File: src/rtl/fetch_pkg.sv
// Shared fetch-stage constants and types; the immediate generator and decode import it too.
package fetch_pkg;

  localparam int XLEN = 64;
  localparam int ILEN = 32;

  localparam logic [ILEN-1:0] NOP_INSTR = 32'h0000_0013;

  localparam logic [6:0] OP_IMM    = 7'b0010011;
  localparam logic [6:0] OP_LOAD   = 7'b0000011;
  localparam logic [6:0] OP_STORE  = 7'b0100011;
  localparam logic [6:0] OP_BRANCH = 7'b1100011;

  typedef struct packed {
    logic [ILEN-1:0] instr;
    logic [XLEN-1:0] pc;
  } fetch_pkt_t;

  typedef enum logic [1:0] {
    ST_IDLE,
    ST_RUN,
    ST_HALT
  } fetch_state_t;

endpackage

File: src/rtl/fetch_fifo.sv
// Small synchronous FIFO of {instr, pc} packets; flush wins over push, push+pop legal at full/empty.
module fetch_fifo
  import fetch_pkg::*;
#(
  parameter int DEPTH = 2
) (
  input  logic                   clk,
  input  logic                   rst,
  input  logic                   flush,
  input  logic                   push,
  input  logic                   pop,
  input  fetch_pkt_t             din,
  output fetch_pkt_t             head,
  output logic [$clog2(DEPTH):0] count,
  output logic                   full,
  output logic                   empty
);

  localparam int AW = $clog2(DEPTH);

  fetch_pkt_t      mem [DEPTH];
  logic [AW-1:0]   rd_ptr;
  logic [AW-1:0]   wr_ptr;
  logic            do_push;
  logic            do_pop;

  assign empty   = (count == '0);
  assign full    = (count == (AW+1)'(DEPTH));
  assign do_pop  = pop & ~empty & ~flush;
  assign do_push = push & ~flush & (~full | do_pop);
  assign head    = mem[rd_ptr];

  // NOTE: sequential state uses non-blocking assignments so every register samples pre-edge values.
  always_ff @(posedge clk) begin
    if (rst || flush) begin
      rd_ptr <= '0;
      wr_ptr <= '0;
      count  <= '0;
    end else begin
      if (do_push) wr_ptr <= wr_ptr + AW'(1);
      if (do_pop)  rd_ptr <= rd_ptr + AW'(1);
      count <= count + (AW+1)'(do_push) - (AW+1)'(do_pop);
    end
  end

  // NOTE: storage has no reset; validity comes from the reset pointers and count alone.
  always_ff @(posedge clk) begin
    if (do_push) mem[wr_ptr] <= din;
  end

endmodule

File: src/rtl/instr_fetch_unit.sv
// Fetch stage: owns the PC, issues 1-cycle-latency imem reads under a credit rule,
// buffers {instr, pc} for decode and restarts on redirect.
module instr_fetch_unit
  import fetch_pkg::*;
#(
  parameter logic [XLEN-1:0] RESET_PC   = 64'h0,
  parameter int              FIFO_DEPTH = 2
) (
  input  logic            clk,
  input  logic            rst,
  output logic            imem_req,
  output logic [XLEN-1:0] imem_addr,
  input  logic [ILEN-1:0] imem_rdata,
  input  logic            redirect_valid,
  input  logic [XLEN-1:0] redirect_pc,
  output logic            out_valid,
  input  logic            out_ready,
  output logic [ILEN-1:0] out_instr,
  output logic [XLEN-1:0] out_pc,
  output logic            fetch_err
);

  localparam int CW = $clog2(FIFO_DEPTH) + 1;

  fetch_state_t    state;
  fetch_state_t    state_nxt;
  logic [XLEN-1:0] pc;
  logic [XLEN-1:0] req_pc;
  logic            inflight;
  logic            flush;
  logic            misaligned;
  logic            credit_ok;
  logic            push;
  logic            pop;
  logic [CW-1:0]   fifo_count;
  logic            fifo_full;
  logic            fifo_empty;
  fetch_pkt_t      fifo_head;
  fetch_pkt_t      fifo_din;

  assign misaligned = (redirect_pc[1:0] != 2'b00);
  assign imem_addr  = pc;
  assign out_valid  = ~fifo_empty;
  assign out_instr  = fifo_empty ? NOP_INSTR : fifo_head.instr;
  assign out_pc     = fifo_empty ? '0 : fifo_head.pc;

  // A redirect cancels both the transfer to decode and the returning response.
  assign pop      = out_valid & out_ready & ~flush;
  assign push     = inflight & ~flush;
  assign fifo_din = '{instr: imem_rdata, pc: req_pc};

  // Issue only if everything buffered or returning, minus what leaves now, still fits.
  assign credit_ok = (int'(fifo_count) + int'(inflight)) < (FIFO_DEPTH + int'(out_valid & out_ready));

  // NOTE: every combinational output gets a default first so no path can infer a latch.
  always_comb begin
    state_nxt = state;
    imem_req  = 1'b0;
    flush     = 1'b0;
    unique case (state)
      ST_IDLE: state_nxt = ST_RUN;
      ST_RUN: begin
        if (redirect_valid) begin
          flush = 1'b1;
          if (misaligned) state_nxt = ST_HALT;
        end else begin
          imem_req = credit_ok;
        end
      end
      ST_HALT: state_nxt = ST_HALT;
      default: state_nxt = ST_IDLE;
    endcase
  end

  always_ff @(posedge clk) begin
    if (rst) begin
      state     <= ST_IDLE;
      pc        <= RESET_PC;
      req_pc    <= '0;
      inflight  <= 1'b0;
      fetch_err <= 1'b0;
    end else begin
      state    <= state_nxt;
      inflight <= imem_req;
      if (flush) begin
        if (misaligned) fetch_err <= 1'b1;
        else            pc        <= redirect_pc;
      end else if (imem_req) begin
        pc     <= pc + XLEN'(4);
        req_pc <= pc;
      end
    end
  end

  fetch_fifo #(
    .DEPTH (FIFO_DEPTH)
  ) u_fifo (
    .clk   (clk),
    .rst   (rst),
    .flush (flush),
    .push  (push),
    .pop   (pop),
    .din   (fifo_din),
    .head  (fifo_head),
    .count (fifo_count),
    .full  (fifo_full),
    .empty (fifo_empty)
  );

  // The credit rule must keep a response from ever landing on a full buffer.
  a_no_overflow: assert property (@(posedge clk) disable iff (rst) !(fifo_full && push && !pop));

endmodule

File: config.mk
export PLATFORM = sky130hd
export DESIGN_NAME = instr_fetch_unit
export DESIGN_NICKNAME = d
export VERILOG_FILES = /design/src/rtl/fetch_pkg.sv /design/src/rtl/fetch_fifo.sv /design/src/rtl/instr_fetch_unit.sv
export SDC_FILE = /design/constraint.sdc
export NUM_CORES = 1
export LEC_CHECK = 0
export BUFFER_PORTS_ARGS = -buffer_cell sky130_fd_sc_hd__buf_2
export CELL_PAD_IN_SITES_DETAIL_PLACEMENT = 1
export CELL_PAD_IN_SITES_GLOBAL_PLACEMENT = 1
export CORE_MARGIN = 3
export CORE_UTILIZATION = 44
export CTS_BUF_LIST = sky130_fd_sc_hd__clkbuf_16
export CTS_CLUSTER_DIAMETER = 40
export DETAILED_ROUTE_END_ITERATION = 10
export GPL_TIMING_DRIVEN = 0
export PLACE_DENSITY = 0.8
export SYNTH_ARGS = -nofsm -noshare
export SYNTH_HDL_FRONTEND = slang
export SYNTH_HIERARCHICAL = 1
export SYNTH_SLANG_ARGS = --single-unit
File: constraint.sdc
create_clock -name clk -period 11.55 [get_ports clk]
set_clock_uncertainty 0.1 [all_clocks]
set_input_delay 0 -clock clk [delete_from_list [all_inputs] [get_ports clk]]
set_output_delay 0 -clock clk [all_outputs]
set_load 0.02 [all_outputs]
==> run summary, run 1 <==
The fraction of final layout cells sized beyond drive strength 1 is 27.2%. The total global-route track usage came out at 30.8%. The largest voltage drop on the vdd net came out at 0.112 mV. The total via count in the routed design came out at 13,200. The H-tree depth is 2. The fraction of the core area covered by cells at the end of the flow is 59.2%.

Wires add up to 56.0 mm. The layout-stage area growth over the synthesis result came out at 32.0%. The die area came out at 35,400 um^2. The pin count of the biggest net entering global routing is 67. The area of the core is 32,600 um^2.

The power per unit of standard cell area is 178 nW/um^2. The non-filler instance count after layout came out at 2,266. The number of antenna violations at the first check in global routing is 2.

The number of global-route vias before repair came out at 13,900. The first TritonRoute pass finished after 7 iterations. The total of fill cells in the finished design is 3,519.

The CTS tree is yes. The wire length per cell came out at 24.7 um. The total of endpoints with negative setup slack in the final report is 0. The final number of max-transition violations came out at 0. Setup repair after global routing left no endpoint under its margin. The total of cells resized after clock tree synthesis is 0. Once the floorplan was initialized, standard cells occupied 44.8% of the core. The via-per-instance ratio came out at 5.83.

The longest clock path from root to sink contains 3 buffers. The leakage dissipation is 7.03 nW. The latest clock arrival within the worst-skew pair is 0.58 ns.

The global-route wire length before repair came out at 84.3 mm. The number of nets produced by synthesis came out at 1,465. Routability-driven placement finished with a final weighted congestion of 0.936. The Yosys warning count came out at 6. The worst slew margin relative to its limit came out at 12.1%. The startpoint-to-endpoint class of the critical path is reg2reg.

The repair_antennas step left the layout with diodes totalling 0. The sequential cell area came out at 8510 um^2. The worst hold path passes through 2 cells. The highest achievable clock rate is 0.213 GHz.

The die height is 188 um. The die is 188 um wide. The slew of the pin with the lowest slew margin came out at 1.31 ns.

The HPWL after detailed placement is 36.4 mm. The number of remaining DRC errors is 0. The design draws 3.43 mW. The max-cap check violation count came out at 0. The TritonCTS buffer count came out at 50. The synthesized area divided by synthesized cell count came out at 10.8 um^2. The flow ran to the end, and the final reports show no timing, DRC or antenna violations. The CTS sink count is 329. The worst setup path is launched from a flop. The global-route congestion overflow total came out at 0. The count of input and output buffers is 262. The register clock-pin slew on the reported worst setup and hold paths came out at 0.06 ns.

The cell count of the worst reg-to-reg path is 13. The critical path capture point type is a flop. The initial detailed-routing violation count came out at 987. In this run the worst path has a maximum fanout of 12. For this design the top-level I/O count stands at 263. The post-placement cell area is 16,600 um^2. After the last flow step, the layout net total stands at 1,888. In this run the clock root is driven by a sky130_fd_sc_hd__clkbuf_16.

The worst hold path belongs to the class in2reg. The cell row count came out at 66. The post-layout instance area is 19,300 um^2. The post-synthesis instance area came out at 14,600 um^2. The final antenna-violating net count came out at 0. The final total negative setup slack is 0 ns. The buffers inserted during post-CTS setup optimization is 0.

The arrival time of data at the critical path endpoint is 4.86 ns. The combined area of the multi-input logic cells came out at 5660 um^2. The clock period minus final worst setup slack is 4.70 ns. The share of the clock period used by the worst path is 40.7%. The number of instances in the synthesized netlist came out at 1,359. The placed cell count is 2,073. The required time reported for the critical path endpoint came out at 11.71 ns.

The number of failing hold endpoints at the final stage is 0.
[worst max-delay path: stages (launching register included)]
cell and delay, ns:
sky130_fd_sc_hd__dfxtp_1 0.34, sky130_fd_sc_hd__inv_1 0.07, sky130_fd_sc_hd__ha_1 0.27, sky130_fd_sc_hd__nand2_1 0.32, sky130_fd_sc_hd__clkbuf_1 0.56, sky130_fd_sc_hd__clkbuf_1 0.51, sky130_fd_sc_hd__and3_1 0.36, sky130_fd_sc_hd__nor3b_1 0.12
sky130_fd_sc_hd__nor3b_2 0.71, sky130_fd_sc_hd__buf_6 0.27, sky130_fd_sc_hd__buf_6 0.18, sky130_fd_sc_hd__buf_8 0.16, sky130_fd_sc_hd__buf_6 0.18, sky130_fd_sc_hd__buf_6 0.19
[worst paths after layout]
kind                           start  slack [ns]                     endpoint
max            state[1]$_SDFFE_PP0P_        6.85  u_fifo/mem[1][23]$_DFFE_PP_
max reg2reg    state[1]$_SDFFE_PP0P_        6.85  u_fifo/mem[1][23]$_DFFE_PP_
min                    imem_rdata[5]        0.06  u_fifo/mem[0][69]$_DFFE_PP_
min reg2reg  req_pc[42]$_SDFFE_PP0P_        0.35  u_fifo/mem[0][42]$_DFFE_PP_
[power by group]
group	switching, mW	internal, mW
logic	0.385	0.164
clock network	0.600	0.905
registers	0.0693	1.31
[state kept, by name, indices dropped and copies added (netlist names), named ones only]
name	flops
state	2
inflight	1
fetch_err	1
u_fifo/count	2
u_fifo/rd_ptr	1
imem_addr	64
u_fifo/wr_ptr	1
u_fifo/mem	192
req_pc	64
[layout by cell type, fill, tap and decap left out, types with 8 or more instances in the layout]
cell	instances
sky130_fd_sc_hd__nand3_1	54
sky130_fd_sc_hd__nor4_1	17
sky130_fd_sc_hd__clkbuf_16	52
sky130_fd_sc_hd__o211ai_1	9
sky130_fd_sc_hd__a21o_1	8
sky130_fd_sc_hd__nand4_1	19
sky130_fd_sc_hd__o21ai_0	42
sky130_fd_sc_hd__buf_2	275
sky130_fd_sc_hd__edfxtp_1	192
sky130_fd_sc_hd__a21oi_1	108
sky130_fd_sc_hd__mux2_2	99
sky130_fd_sc_hd__a22oi_1	24
sky130_fd_sc_hd__inv_1	16
sky130_fd_sc_hd__dfxtp_1	137
sky130_fd_sc_hd__clkbuf_1	62
sky130_fd_sc_hd__or3_1	10
sky130_fd_sc_hd__dlygate4sd3_1	99
sky130_fd_sc_hd__or4_1	8
sky130_fd_sc_hd__and3_1	23
sky130_fd_sc_hd__nor2_1	59
sky130_fd_sc_hd__o31ai_1	14
sky130_fd_sc_hd__nor2b_1	94
sky130_fd_sc_hd__buf_6	14
sky130_fd_sc_hd__nor3_1	23
sky130_fd_sc_hd__a31oi_1	18
sky130_fd_sc_hd__nand2_1	210
sky130_fd_sc_hd__buf_1	9
[repair_timing]
action | 4_1_cts | 5_1_grt
hold buffers | 99 | 0
hold endpoints to repair | 136 | 0
setup endpoints to repair | 0 | 0
[per-layer routing]
| layer | up-vias | share of wire (%) | global-route usage [%] |
|---|---|---|---|
| met4 | 4 | 4.1 | 12.6 |
| met5 | - | 0.041 | 0 |
| li1 | 5836 | - | - |
| met1 | 6589 | 39 | 37.2 |
| met2 | 630 | 49 | 53.8 |
| met3 | 150 | 7.9 | 6.21 |
[per-stage QoR]
| step | setup slack [ns] | hold slack (ns) |
|---|---|---|
| detailed placement | 6.98 | 0.0915 |
| global placement | -3.02 | 0.0885 |
| global route | 6.58 | 0.0597 |
| floorplan | 2.11 | -0.0232 |
| finish | 6.85 | 0.0581 |
| CTS | 6.94 | 0.0255 |
[area by class of cell]
cell class                 count  share of cell area [%]
multi-input combinational    927                    29.3
buffer                        92                    2.13
timing repair buffer         371                    12.6
sequential                   329                    44.1
clock buffer                  52                    6.74
tap                          442                    2.87
clock inverter                42                    1.98
inverter                      11                   0.227
Power figures use the tool's default switching activity.
==> run 2: changes to the inputs <==
clock period = 4.8 ns   (was 11.55 ns; I/O delays follow)
==> run 2 against run 1 <==
Non-clock buffer count is 3 lower. Flip-flop and latch count unchanged. Cell area is 0.29% lower. Clock power is 140% higher. Critical path depth shrank 3. Combinational power grew 140%. Wire length down 2.8%. Sequential share of layout area increased by 0.13 points. Worst hold slack better by 0.019 ns. First-iteration DRC count is 4.8% higher.
==> run summary, run 2 (synthesized netlist as in run 1, its figures left out) <==
The run finished with clean final reports. For this block, the routed nets add up to 54.4 mm of wire. The largest voltage drop on the vdd net is 0.281 mV. The cell row count is 66. STA classifies the critical path startpoint as a flop.

For this design, the sink count on the clock tree is 329. Dividing the detail-routed via count by the number of cells gives 5.73. The slew of the pin with the lowest slew margin is 1.23 ns. Counting the buffers created by CTS gives 49.

For the worst setup path, the data arrival time is 4.72 ns. Setup repair after global routing left no endpoint under its margin. The count of nets after finishing is 1,884.

The total via count in the routed design is 13,000. The buffers inserted during post-CTS setup optimization is 0. The highest layer touched by signal routing is met4. The number of buffers on the longest clock path is 3. The root buffer cell is sky130_fd_sc_hd__clkbuf_16. The end of the worst hold path is u_fifo/mem[0][77]$_DFFE_PP_. Relative to the synthesized area, the layout overhead comes to 31.6%. Across all register-to-register paths, the minimum setup slack is 0.44 ns. The leakage dissipation is 7.01 nW.

In the final routing, the length of wire on met1 measures 21.7 mm. The pin count of the biggest net entering global routing is 60. The boundary pin count came out at 263. Once the floorplan was initialized, standard cells occupied 44.8% of the core. The number of failing hold endpoints at the final stage came out at 0. Timing analysis after detailed placement gives a worst setup slack of 0.541 ns.

The maximum fanout along the worst path came out at 10. Global routing used 30.1% of the available tracks. The final number of max-transition violations came out at 0. The setup path with the least slack is of type reg2reg. The first TritonRoute pass finished after 5 iterations. After layout, the worst setup slack is 0.442 ns. Summed over all nets, wire length on met3 after detailed routing comes to 4.06 mm. The worst hold path begins at imem_rdata[13].

The die covers 35,400 um^2. The global-route wire length before repair came out at 82.5 mm. The most frequent standard cell in the layout excluding fill and tap cells is sky130_fd_sc_hd__buf_2. The die is 188 um wide. The final total negative setup slack is 0 ns. u_fifo/mem holds more flip-flops than any other register. The cell count of the worst reg-to-reg path came out at 10. After detailed routing, the met2 layer carries 26.8 mm of wire. After clock tree synthesis, the flow added hold-fix buffers numbering 99. For this block, the initial DRC count from the detailed router was 1,034. The area of the core came out at 32,600 um^2. The class of the most critical hold timing path is in2reg. The count of input and output buffers came out at 262. In this run the power density over the cells is 424 nW/um^2. The global-route congestion overflow total came out at 0.

The worst slew margin relative to its limit is 17.8%. The worst hold path passes through 2 cells. The wire length per cell came out at 24.1 um. The max-cap check violation count came out at 0. The number of flip-flops under the largest register name came out at 192.

The total of endpoints with negative setup slack in the final report came out at 0. The clock period minus final worst setup slack is 4.36 ns. The required time reported for the critical path endpoint came out at 5.16 ns. The die height is 188 um. The number of global-route vias before repair is 13,700.

The clock tree synthesis step divided the H-tree into 2 levels. After clock tree synthesis, the clock-pin slew on the worst setup and hold paths is 0.06 ns. The critical path capture point type is a flop.

The fraction of final layout cells sized beyond drive strength 1 came out at 26.8%. The total of cells resized after clock tree synthesis came out at 0. Static timing analysis puts the maximum clock frequency at 0.229 GHz. The library cells used most frequently in the layout, excluding fill and tap cells, are sky130_fd_sc_hd__buf_2 (275), sky130_fd_sc_hd__nand2_1 (210), sky130_fd_sc_hd__edfxtp_1 (192).

The endpoint identified for the worst register-to-register timing path is imem_addr[36]$_SDFFE_PP0P_. The half-perimeter wire length of the detailed placement result is 36.2 mm. After layout, the worst path uses 90.8% of the clock period. The final weighted congestion in routability-driven placement came out at 0.932. TritonCTS built the clock tree.

Counting the fill cells in the layout gives 3,565. The worst register-to-register path begins at u_fifo/count[1]$_SDFF_PP0_. The number of remaining DRC errors came out at 0.

The number of antenna violations at the first check in global routing came out at 2. In this run the remaining antenna-violating nets after routing total 0. At the later pin of the worst-skew pair, clock insertion delay measures 0.56 ns.
[run 2: cell type report]
| cell class | instances | area (um^2) | share of cell area (%) |
|---|---|---|---|
| clock buffer | 51 | 1280 | 6.63 |
| inverter | 11 | 43.8 | 0.228 |
| buffer | 92 | 412 | 2.14 |
| timing repair buffer | 368 | 2420 | 12.6 |
| sequential | 329 | 8510 | 44.2 |
| antenna | 1 | 2.50 | 0.0130 |
| multi-input combinational | 927 | 5670 | 29.5 |
| clock inverter | 41 | 358 | 1.86 |
| tap | 442 | 553 | 2.87 |
[run 2: how the worst max path moves through the flow]
| stage | from | to | slack (ns) | depth (start not counted) |
|---|---|---|---|---|
| floorplan | state[1]$_SDFFE_PP0P_ | u_fifo/mem[1][0]$_DFFE_PP_ | 0.10 | 8 |
| global placement | state[1]$_SDFFE_PP0P_ | u_fifo/mem[1][25]$_DFFE_PP_ | -2.13 | 8 |
| detailed placement | u_fifo/count[1]$_SDFF_PP0_ | imem_addr[11]$_SDFFE_PP0P_ | 0.54 | 10 |
| CTS | u_fifo/count[1]$_SDFF_PP0_ | imem_addr[36]$_SDFFE_PP0P_ | 0.53 | 10 |
| global route | u_fifo/count[1]$_SDFF_PP0_ | imem_addr[20]$_SDFFE_PP0P_ | 0.26 | 10 |
| finish | u_fifo/count[1]$_SDFF_PP0_ | imem_addr[36]$_SDFFE_PP0P_ | 0.44 | 10 |
[run 2: worst max-delay path, cell delays in order (launching register included)]
cell and delay [ns]:
sky130_fd_sc_hd__dfxtp_1 0.31, sky130_fd_sc_hd__buf_4 0.16, sky130_fd_sc_hd__nor2_1 0.93, sky130_fd_sc_hd__or3b_1 0.23, sky130_fd_sc_hd__a211o_1 0.30, sky130_fd_sc_hd__inv_2 0.14, sky130_fd_sc_hd__nor2_1 0.36, sky130_fd_sc_hd__clkbuf_1 0.54
sky130_fd_sc_hd__clkbuf_1 0.78, sky130_fd_sc_hd__a22oi_1 0.16, sky130_fd_sc_hd__o211ai_1 0.23
[run 2: per-layer routing]
| layer | up-vias | global-route usage, % |
|---|---|---|
| li1 | 5819 | - |
| met1 | 6437 | 37.4 |
| met2 | 572 | 52.2 |
| met3 | 122 | 5.66 |
| met4 | 0 | 11.2 |
| met5 | - | 0 |
[run 2: metrics by stage]
stage          utilization (%)  hold WS [ns]  cell area, um^2  instances  power, mW
3_5_place_dp              50.9        0.0936            16600       2070       4.56
4_1_cts                   59.0        0.0568            19200       2261       8.15
2_1_floorplan                -       -0.0232            14600       1359       4.00
5_1_grt                   59.0        0.0815            19200       2262       8.44
6_report                  59.0        0.0772            19200       2262       8.17
3_3_place_gp              50.6        0.0883            16500       2063       4.52
[run 2: power by group]
part / leakage [nW] / switching, mW / internal (mW)
Combinational: 3.36 / 0.922 / 0.397
Clock: 0.827 / 1.37 / 2.17
Sequential: 2.82 / 0.166 / 3.14
==> run 3: changes to the inputs <==
CORE_MARGIN = 4   (was 3)
clock period = 4.6 ns   (was 4.8 ns; I/O delays follow)
==> run 3 against run 2 <==
Sequential power increased by 4%. Via count increased by 0.58%. Flip-flop and latch count unchanged. Die area increased by 2.1%. Non-clock buffer count unchanged. Global-route usage increased by 0.45 points. Worst setup slack got worse by 0.073 ns. First-iteration DRC count increased by 8.4%. Total power increased by 6.6%. Worst hold slack got worse by 0.014 ns. Combinational power increased by 5%. Fmax increased by 3.0%.
==> run summary, run 3 (synthesized netlist as in run 1, its figures left out) <==
The total of fill cells in the finished design is 3,541. The CTS sink count is 329. The global-route congestion overflow total is 0.

The worst slew margin relative to its limit came out at 32.2%. The routed layout has 13,000 vias. The global-route wire length before repair came out at 84.6 mm. The number of failing hold endpoints at the final stage is 0. The layout-stage area growth over the synthesis result is 32.3%. The half-perimeter wire length of the detailed placement result came out at 36.9 mm.

The H-tree depth is 2. The pin count of the biggest net entering global routing is 62. The latest clock arrival within the worst-skew pair came out at 0.57 ns. The post-layout instance area came out at 19,300 um^2. The die area is 36,200 um^2.

TritonCTS built the clock tree. In this run the cell area measured after placement is 16,600 um^2. Counting the buffers created by CTS gives 50.

The highest achievable clock rate is 0.236 GHz. The maximum fanout along the worst path is 61. On the final layout, the worst hold slack is 0.0631 ns. In this run the power density over the cells is 450 nW/um^2.

VDD sags by at most 0.279 mV. The number of global-route vias before repair is 13,900. The count of input and output buffers is 262.

The total global-route track usage came out at 30.5%. The total of endpoints with negative setup slack in the final report is 0. The number of antenna violations at the first check in global routing is 1. The tool flagged a number of max-cap violations equal to 0. Setup repair after global routing left no endpoint under its margin. The startpoint-to-endpoint class of the critical path is reg2reg. The cell row count is 66. Post-CTS timing repair inserted 0 buffers for setup. The flow ran to the end, and the final reports show no timing, DRC or antenna violations.

The number of buffers on the longest clock path is 3. Data on the critical path arrives at its endpoint at 4.36 ns. The effective utilization at floorplan came out at 44.8%. The x dimension of the die is 190 um. 263 I/O pins were placed. Data on the critical path is required at its endpoint by 4.73 ns. Dividing the final minimum period by the clock period gives 92.0%.

Counting I/O delays and the setup requirement, the final critical path takes 4.23 ns. The count of nets left with antenna violations once routing finished came out at 0. The fraction of final layout cells sized beyond drive strength 1 came out at 27.3%. The final weighted congestion in routability-driven placement came out at 0.936. The slew of the pin with the lowest slew margin is 1.02 ns.

The register with the most flip-flops in the final layout is u_fifo/mem. In this run the static leakage power is 7.05 nW. In the final routed layout, each cell accounts on average for 24.8 um. CTS placed an instance of sky130_fd_sc_hd__clkbuf_16 at the clock tree root.

The number of remaining DRC errors is 0. For this block, the routed nets add up to 56.2 mm of wire. Leaving out fill and tap cells, the most frequent cells in the layout are sky130_fd_sc_hd__buf_2 (275), sky130_fd_sc_hd__nand2_1 (210), sky130_fd_sc_hd__edfxtp_1 (192). The die height came out at 190 um. The post-placement worst setup slack came out at 0.327 ns.

The final setup slack of the worst path came out at 0.370 ns. Using the TritonRoute via totals, the vias-per-cell ratio works out to 5.75. The class of the most critical hold timing path is in2reg. The most frequent standard cell in the layout excluding fill and tap cells is sky130_fd_sc_hd__buf_2.

The critical path capture point type is a flop. The register clock-pin slew on the reported worst setup and hold paths came out at 0.06 ns. The initial detailed-routing violation count came out at 1,121. The register with the most flip-flops in the layout has 192 of them. The final number of max-transition violations is 0.

The number of search-and-repair iterations in the first detailed-routing pass is 5. The worst setup path is launched from a flop. The area of the core came out at 32,600 um^2. The count of nets after finishing is 1,885.

The final total negative setup slack came out at 0 ns.
## run 3: cell count changes in the layout (fill, tap and decap cells not counted), sizes merged
cell,delta
inv,+1
clkinv,-1
clkbuf,+3
clkinvlp,-1
## run 3: final cells by class
cell class | count | area, um^2 | share of cell area [%]
well taps | 442 | 553 | 2.86
inverters | 11 | 43.8 | 0.226
clock inverters | 40 | 364 | 1.88
flip-flops and latches | 329 | 8510 | 44.0
plain buffers | 92 | 414 | 2.14
diodes | 1 | 2.50 | 0.0129
repair buffers | 368 | 2430 | 12.6
clock buffers | 54 | 1350 | 6.99
multi-input cells | 927 | 5670 | 29.3
## run 3: timing repair
action,in CTS,in global routing
hold endpoints to repair,136,0
setup endpoints to repair,0,5
hold buffers,99,0
gates resized for setup,0,1
## run 3: where the power goes
part	total, mW	leakage, nW	internal (mW)	switching [mW]
Combinational	1.38	3.37	0.415	0.969
Sequential	3.45	2.82	3.28	0.173
Clock	3.87	0.865	2.38	1.49
## run 3: per-layer routing
| metal | track usage [%] | routed length, um | vias up |
|---|---|---|---|
| met5 | 0 | 0 | - |
| met4 | 10.3 | 1830 | 0 |
| met3 | 4.89 | 3980 | 120 |
| met2 | 54.1 | 28200 | 588 |
| met1 | 38.1 | 22200 | 6497 |
| li1 | - | - | 5820 |
## run 3: critical path, cell delays in order, from the launching register on
cell and delay [ns]:
sky130_fd_sc_hd__dfxtp_1 0.35, sky130_fd_sc_hd__inv_1 0.08, sky130_fd_sc_hd__ha_1 0.28, sky130_fd_sc_hd__nand2_1 0.30
sky130_fd_sc_hd__inv_1 0.22, sky130_fd_sc_hd__clkbuf_1 0.38, sky130_fd_sc_hd__buf_1 0.43, sky130_fd_sc_hd__buf_6 0.26
sky130_fd_sc_hd__nand2b_4 0.16, sky130_fd_sc_hd__or3_1 0.43, sky130_fd_sc_hd__inv_4 0.46, sky130_fd_sc_hd__buf_16 0.35
## run 3: worst paths after layout
kind	end	cells past startpoint	slack, ns	from
setup reg to reg	u_fifo/mem[0][28]$_DFFE_PP_	11	0.37	state[1]$_SDFFE_PP0P_
setup / recovery	u_fifo/mem[0][28]$_DFFE_PP_	11	0.37	state[1]$_SDFFE_PP0P_
hold reg to reg	u_fifo/mem[0][12]$_DFFE_PP_	0	0.35	req_pc[12]$_SDFFE_PP0P_
hold / removal	u_fifo/mem[1][79]$_DFFE_PP_	2	0.06	imem_rdata[15]
## run 3: per-stage QoR
stage / power, mW / instances / utilization [%]
finish: 8.70 / 2264 / 59.3
global route: 8.99 / 2264 / 59.3
CTS: 8.69 / 2263 / 59.3
detailed placement: 4.77 / 2070 / 51.0
global placement: 4.72 / 2063 / 50.6
floorplan: 4.18 / 1359 / -
